`src/rtl/xbar_pipe_np.sv`:
```
// Registered NUM_PORT x NUM_PORT crossbar with per-output skid-free holding registers,
// atomic multicast and sticky grant-conflict flag. Define XBAR_STATS_EN for per-output flit counters.
module xbar_pipe_np #(
    parameter int NUM_PORT   = 5,
    parameter int WIDTH_XBAR = 64,
    parameter int CNT_W      = 16
) (
    input  logic                           clk,
    input  logic                           rst_n,
    input  logic [NUM_PORT*NUM_PORT-1:0]   allocVector,
    input  logic [NUM_PORT*WIDTH_XBAR-1:0] din,
    input  logic [NUM_PORT-1:0]            din_valid,
    output logic [NUM_PORT-1:0]            din_ready,
    output logic [NUM_PORT*WIDTH_XBAR-1:0] dout,
    output logic [NUM_PORT-1:0]            dout_valid,
    input  logic [NUM_PORT-1:0]            dout_ready,
    input  logic                           clr_err,
    output logic                           conflict_err,
    output logic [NUM_PORT*CNT_W-1:0]      flit_cnt
);

    logic [NUM_PORT-1:0]   win_hot [NUM_PORT];
    logic [NUM_PORT-1:0]   col_seen;
    logic [NUM_PORT-1:0]   col_multi;
    logic [NUM_PORT-1:0]   granted;
    logic [NUM_PORT-1:0]   blocked;
    logic [NUM_PORT-1:0]   free;
    logic [NUM_PORT-1:0]   fire;
    logic [NUM_PORT-1:0]   load;
    logic [WIDTH_XBAR-1:0] ld_data [NUM_PORT];
    logic                  any_conflict;

    assign free = ~dout_valid | dout_ready;

    // Per output column: one-hot of the lowest-index granted input, plus multi-grant detect.
    always_comb begin
        for (int o = 0; o < NUM_PORT; o++) begin
            win_hot[o]   = '0;
            col_seen[o]  = 1'b0;
            col_multi[o] = 1'b0;
            for (int i = 0; i < NUM_PORT; i++) begin
                if (allocVector[o*NUM_PORT+i]) begin
                    if (col_seen[o]) begin
                        col_multi[o] = 1'b1;
                    end else begin
                        win_hot[o][i] = 1'b1;
                        col_seen[o]   = 1'b1;
                    end
                end
            end
        end
    end

    assign any_conflict = |col_multi;

    // An input is ready only if every output it asks for is both won and free,
    // which makes multicast all-or-nothing.
    always_comb begin
        granted = '0;
        blocked = '0;
        for (int i = 0; i < NUM_PORT; i++) begin
            for (int o = 0; o < NUM_PORT; o++) begin
                if (allocVector[o*NUM_PORT+i]) begin
                    granted[i] = 1'b1;
                    if (!(win_hot[o][i] && free[o])) begin
                        blocked[i] = 1'b1;
                    end
                end
            end
        end
    end

    assign din_ready = granted & ~blocked;
    assign fire      = din_valid & din_ready;

    always_comb begin
        for (int o = 0; o < NUM_PORT; o++) begin
            load[o]    = |(win_hot[o] & fire);
            ld_data[o] = '0;
            for (int i = 0; i < NUM_PORT; i++) begin
                if (win_hot[o][i]) begin
                    ld_data[o] = din[i*WIDTH_XBAR +: WIDTH_XBAR];
                end
            end
        end
    end

    always_ff @(posedge clk or negedge rst_n) begin
        if (!rst_n) begin
            dout       <= '0;
            dout_valid <= '0;
        end else begin
            for (int o = 0; o < NUM_PORT; o++) begin
                if (load[o]) begin
                    dout[o*WIDTH_XBAR +: WIDTH_XBAR] <= ld_data[o];
                    dout_valid[o]                    <= 1'b1;
                end else if (dout_ready[o]) begin
                    dout_valid[o] <= 1'b0;
                end
            end
        end
    end

    // Set has priority over clear.
    always_ff @(posedge clk or negedge rst_n) begin
        if (!rst_n) begin
            conflict_err <= 1'b0;
        end else begin
            conflict_err <= any_conflict | (conflict_err & ~clr_err);
        end
    end

`ifdef XBAR_STATS_EN
    logic [CNT_W-1:0] cnt [NUM_PORT];

    always_ff @(posedge clk or negedge rst_n) begin
        if (!rst_n) begin
            for (int o = 0; o < NUM_PORT; o++) begin
                cnt[o] <= '0;
            end
        end else begin
            for (int o = 0; o < NUM_PORT; o++) begin
                if (dout_valid[o] && dout_ready[o] && (cnt[o] != {CNT_W{1'b1}})) begin
                    cnt[o] <= cnt[o] + 1'b1;
                end
            end
        end
    end

    always_comb begin
        flit_cnt = '0;
        for (int o = 0; o < NUM_PORT; o++) begin
            flit_cnt[o*CNT_W +: CNT_W] = cnt[o];
        end
    end
`else
    assign flit_cnt = '0;
`endif

endmodule

```
`config.mk`:
```
export PLATFORM = sky130hd
export DESIGN_NAME = xbar_pipe_np
export DESIGN_NICKNAME = d
export VERILOG_FILES = /design/src/rtl/xbar_pipe_np.sv
export SDC_FILE = /design/constraint.sdc
export NUM_CORES = 1
export LEC_CHECK = 0
export CAP_MARGIN = 25
export CORE_AREA = 2 2 299 301
export DETAILED_ROUTE_END_ITERATION = 10
export DIE_AREA = 0 0 301 303
export PLACE_DENSITY = 0.59
export SYNTH_ARGS = -nofsm -noshare
export SYNTH_HDL_FRONTEND = slang
export SYNTH_SLANG_ARGS = --single-unit
```
`constraint.sdc`:
```
create_clock -name clk -period 3.4 [get_ports clk]
set_input_delay 1.02 -clock clk [delete_from_list [all_inputs] [get_ports clk]]
set_output_delay 1.02 -clock clk [all_outputs]
set_load 0.01 [all_outputs]
```
; Word level (Yosys, flattened, before mapping)
; Index checks and enable logic that the tools add are counted.
[totals]
input_bits = 358
ff_bits = 326
output_inout_bits = 411
wordCells = 269
[classes]
reduce_logical = 36
bitwise = 13
n_mux = 209
[ops]
columns = op, n
row1 = $mux W64, 25
row2 = $mux W1, 184
row3 = $and A5 B5 Y5, 7
row4 = $reduce_or A5 Y1, 6
row5 = $logic_and A1 B1 Y1, 25
row6 = $not A5 Y5, 2
row7 = $reduce_bool A2 Y1, 5
row8 = $or A5 B5 Y5, 1
row9 = $and A1 B1 Y1, 1
row10 = $not A1 Y1, 1
row11 = $or A1 B1 Y1, 1

; Logic depth before layout (Yosys ltp)
[depth]
ltp_word = 23
depth_mapped = 11
mapped_depth_nobuf = 7

; Worst setup path before layout
; Ideal clock, no wire load.
[synth_path]
kind = in2out
start = input port allocVector[12]
end = output port din_ready[2]
slack_ns = 0.072
stages = 5
t_arrival_ns = 2.308
required_time_ns = 2.380
n_path_buf = 3
path_cell_list = clkbuf_1 -> clkbuf_1 -> buf_1 -> or4_1 -> o211a_1
[synth_between]
elab_chain_len = 10
elab_cells_between_ends = 13
cone_classes = mux: 10 / bitwise: 2 / reduce/logical: 1
[synth_lines]
columns = item, line_no
row1 = from (decl), 10  ; input logic [NUM_PORT*NUM_PORT-1:0] allocVector,
row2 = $mux W1, 42  ; if (allocVector[o*NUM_PORT+i]) begin
row3 = $logic_and A1 B1 Y1, 65  ; if (!(win_hot[o][i] && free[o])) begin
row4 = $mux W1, 65
row5 = $mux W1, 63  ; if (allocVector[o*NUM_PORT+i]) begin
row6 = $mux W1, 65
row7 = $mux W1, 63
row8 = $mux W1, 65
row9 = $mux W1, 63
row10 = $not A5 Y5, 73  ; assign din_ready = granted & ~blocked;
row11 = $and A5 B5 Y5 *, 73
row12 = to (decl), 13  ; output logic [NUM_PORT-1:0] din_ready,
; Every way passes the cells marked *; elsewhere a longest branch is shown, timed or not.

; Final worst setup path
[layout_path]
start = input port allocVector[5]
end = output port din_ready[3]
[layout_between]
elab_chain_len = 16
[layout_lines]
columns = item, line_no
row1 = $mux W1 * (3 in a row), 42
row2 = $mux W1 *, 43  ; if (col_seen[o]) begin
row3 = $mux W1 *, 42
row4 = $logic_and A1 B1 Y1 *, 65
row5 = $mux W1 *, 65
row6 = $mux W1 *, 63
row7 = $mux W1, 65
row8 = $mux W1 *, 63
row9 = $mux W1, 65
row10 = $mux W1 *, 63
row11 = $mux W1, 65
row12 = $mux W1 *, 63
row13 = $not A5 Y5 *, 73
row14 = $and A5 B5 Y5 *, 73
; Marks and branches as above.

==> metrics.md <==
| Metric | Value |
|---|---|
| Clock latency on the worst-skew pair | about 0.57 ns |
| Crit path kind | primary input to primary output |
| CP Launch Point | allocVector[5] |
| Synth area leaders | dfrtp_1 (33%), a221o_1 (10%), nand2_1 (8.9%), a21oi_1 (7.9%), mux2_1 (6.7%) |
| Flops & latches, synth | roughly 330 |
| CP max stage delay | ~0.35 ns |
| Vias per Instance | roughly 5.6 |
| Reg clk slew, reported paths | roughly 0.060 ns |
| Htree depth | 2 |
| P per Cell Area | roughly 540 nW/um^2 |
| Row count | ~110 |
| # hold bufs at CTS | 0 |
| Residual DRC count | 0 |
| Fin nets | 4,063 |
| Vias | around 28,000 |
| Leakage | approximately 15 nW |
| Required @ worst endpoint | approximately 2.4 ns |
| Final Skew | 0.0174 ns |
| Fin crit share | 100% |
| Top Ports | between 700 and 800 |
| Post-DRT Antenna Nets | 0 |
| Status | finished with violations |
| Count of pins over their slew limit | 0 |
| DR iter-0 viols | approximately 2,900 |
| Slowest-stage cell, CP | or3_4 |
| Crit. End Element | primary output |
| Placer Congestion | approximately 0.9 |
| Final WS setup | -0.000355 ns |
| Initial antenna violation count | 42 |
| Crit-path max FO | 7 |
| Total gr overflow | 0 |
| RR Startpoint | dout_valid[4] |
| Final hold vios | 0 |
| Aggregate global-route resource usage | between 20% and 30% |
| Initial core utilization | between 20 and 30% |
| Post-DP HPWL | around 94 mm |
| Synth Flop Type | dfrtp_1 |
| Total Die Area | just over 90,000 um^2 |
| Tmin final | ~3.4 ns |
| Total Power | 18.8 mW |
| Number of synthesized flops with an enable pin | 0 |
| Cells after Synth | around 3,000 |
| Clock Tree Buf Depth | 3 |
| Sequential fraction of the synthesis area | about a third |
| Share of cells above drive strength 1 | a little under an eighth |
| Synth Warn # | 0 |
| Cell Area, Synth | roughly 25,000 um^2 |
| Min-Delay Path Class | primary input to asynchronous set/reset pin |
| Most common cell in the netlist | nand2_1 |
| Largest net degree at the start of global routing | 85 |
| R2R depth | 9 |
| Maximum clock rate | just under 0.3 GHz |
| Synth async-reset ratio | 100% |
| Distinct cell type count of the synthesized netlist | 57 |
| CP Cell Sequence | buf_4 > or3_4 > buf_6 > o21ai_2 > o2111ai_2 > nor2_2 > buf_4 > buf_6 |
| CTS root buffer | clkbuf_16 |
| Drt wl/cell | about 27 um |
| Num CTS Buffers | 41 |
| Max Cap Viol | 0 |
| Area share of the largest cell type after synthesis | 33.3% |
| DIE WIDTH | around 300 um |
| Avg Cell Area, Syn | a little under 8 um^2 |
| CP Launch Type | primary input |
| Max_slew headroom | approximately 20% |
| Sinks on Clock Net | roughly 330 |
| Fillers | about 9,000 |
| Hold WS | 0.439 ns |
| Final setup fails | 1 |
| Global-route wire length before repair | around 190 mm |
| Layout area overhead | 42.2% |
| Commonest cells post-synth | nand2_1 (581), a21oi_1 (385), nor2_1 (334), dfrtp_1 (326), o21ai_0 (325) |
| Synth area leader | dfrtp_1 |
| Setup TNS | -0.000355 ns |
| R2r endpoint | dout[240] |
| Post-Route WL | about 130 mm |
| IO buf count | approximately 690 |
| Peak supply drop | about 0.43 mV |
| Arrival @ worst endpoint | about 2.4 ns |
| Vias in the first global route | 26,500 |
| Die height | around 300 um |
| TritonRoute pass-1 iters | 7 |
| CORE AREA | 88,000 um^2 |
| Violated checks | setup timing |
| R2R Setup Slk | about 0.28 ns |
| RSZ-0062 raised after global routing | yes |
| CTS tree | yes |
| Slew @ Worst Pin | ~1.2 ns |
[metrics by stage]
step | worst slack, ns | instance area, um^2 | utilization [%] | cells
4_1_cts | 0.000749 | 34800 | 39.5 | 4899
2_1_floorplan | 0.0722 | 24800 | - | 3163
6_report | -0.000355 | 34900 | 39.6 | 4921
3_3_place_gp | -1.06 | 33100 | 37.6 | 4818
3_5_place_dp | -1.07 | 33100 | 37.6 | 4818
5_1_grt | -0.0494 | 34900 | 39.6 | 4913
[how the worst max path moves through the flow]
stage,endpoint,slack (ns)
floorplan,din_ready[2],0.07
global placement,din_ready[4],-1.06
detailed placement,din_ready[4],-1.07
CTS,din_ready[3],0.0007
global route,din_ready[3],-0.05
finish,din_ready[3],-0.0004
[flip-flops by register name, indices dropped and copies added (netlist names)]
| register | flops |
|---|---|
| conflict_err | 1 |
| dout_valid | 5 |
| dout | 320 |
[logic make-up after synthesis]
| group | after synthesis | share of synthesized area (%) |
|---|---|---|
| simple gates | 1039 | 17.3 |
| other cells | 1 | 0.0153 |
| fa+ha+maj | 3 | 0.122 |
| buf+inv | 388 | 8.18 |
| compound gates | 1071 | 28.7 |
| mux | 256 | 12.5 |
| flops | 326 | 33.3 |
[report_power, final]
group          switching (mW)  total [mW]  internal [mW]
logic                    3.44        7.75           4.31
registers                1.10        6.32           5.23
clock network            1.87        4.70           2.83
[routing by layer]
metal / wire (um) / track usage (%) / vias to the layer above
met3: 13500 / 7.46 / 322
met5: 184 / 0 / -
met1: 52700 / 35.0 / 13300
met2: 60200 / 44.1 / 1707
li1: - / - / 12300
met4: 4980 / 11.6 / 28
[repair_timing]
action / in CTS / in global routing
setup buffers: 11 / 0
gates resized for setup: 90 / 19
pin swaps: 15 / 8
endpoints found under the setup margin: 304 / 34
[layout make-up]
type	instances	area, um^2	area share, %
timing repair buffer	880	8780	25.2
inverter	7	27.5	0.0789
multi-input combinational	2449	15000	43.0
antenna	23	57.6	0.165
sequential	326	8160	23.4
clock inverter	13	199	0.570
clock buffer	58	1200	3.45
tap	1165	1460	4.18
[placed cells by master, fill, tap and decap left out, types with 8 or more instances in the layout]
cell / count
a21oi_1: 385
a221o_1: 256
a221oi_1: 64
and3_1: 66
buf_12: 35
buf_4: 156
buf_6: 19
clkbuf_1: 8
clkbuf_16: 43
clkdlybuf4s50_1: 653
conb_1: 80
dfrtp_1: 326
diode_2: 23
dlygate4sd2_1: 9
mux2_1: 147
mux2_2: 60
mux2_4: 49
nand2_1: 580
nor2_1: 326
o21ai_0: 321
[critical path, delay by kind of cell]
kind / cells / cell delay (ns)
buf+inv: 4 / 0.57
simple gates: 2 / 0.50
compound gates: 2 / 0.29
Note: power is estimated with default switching activity, not from simulation.
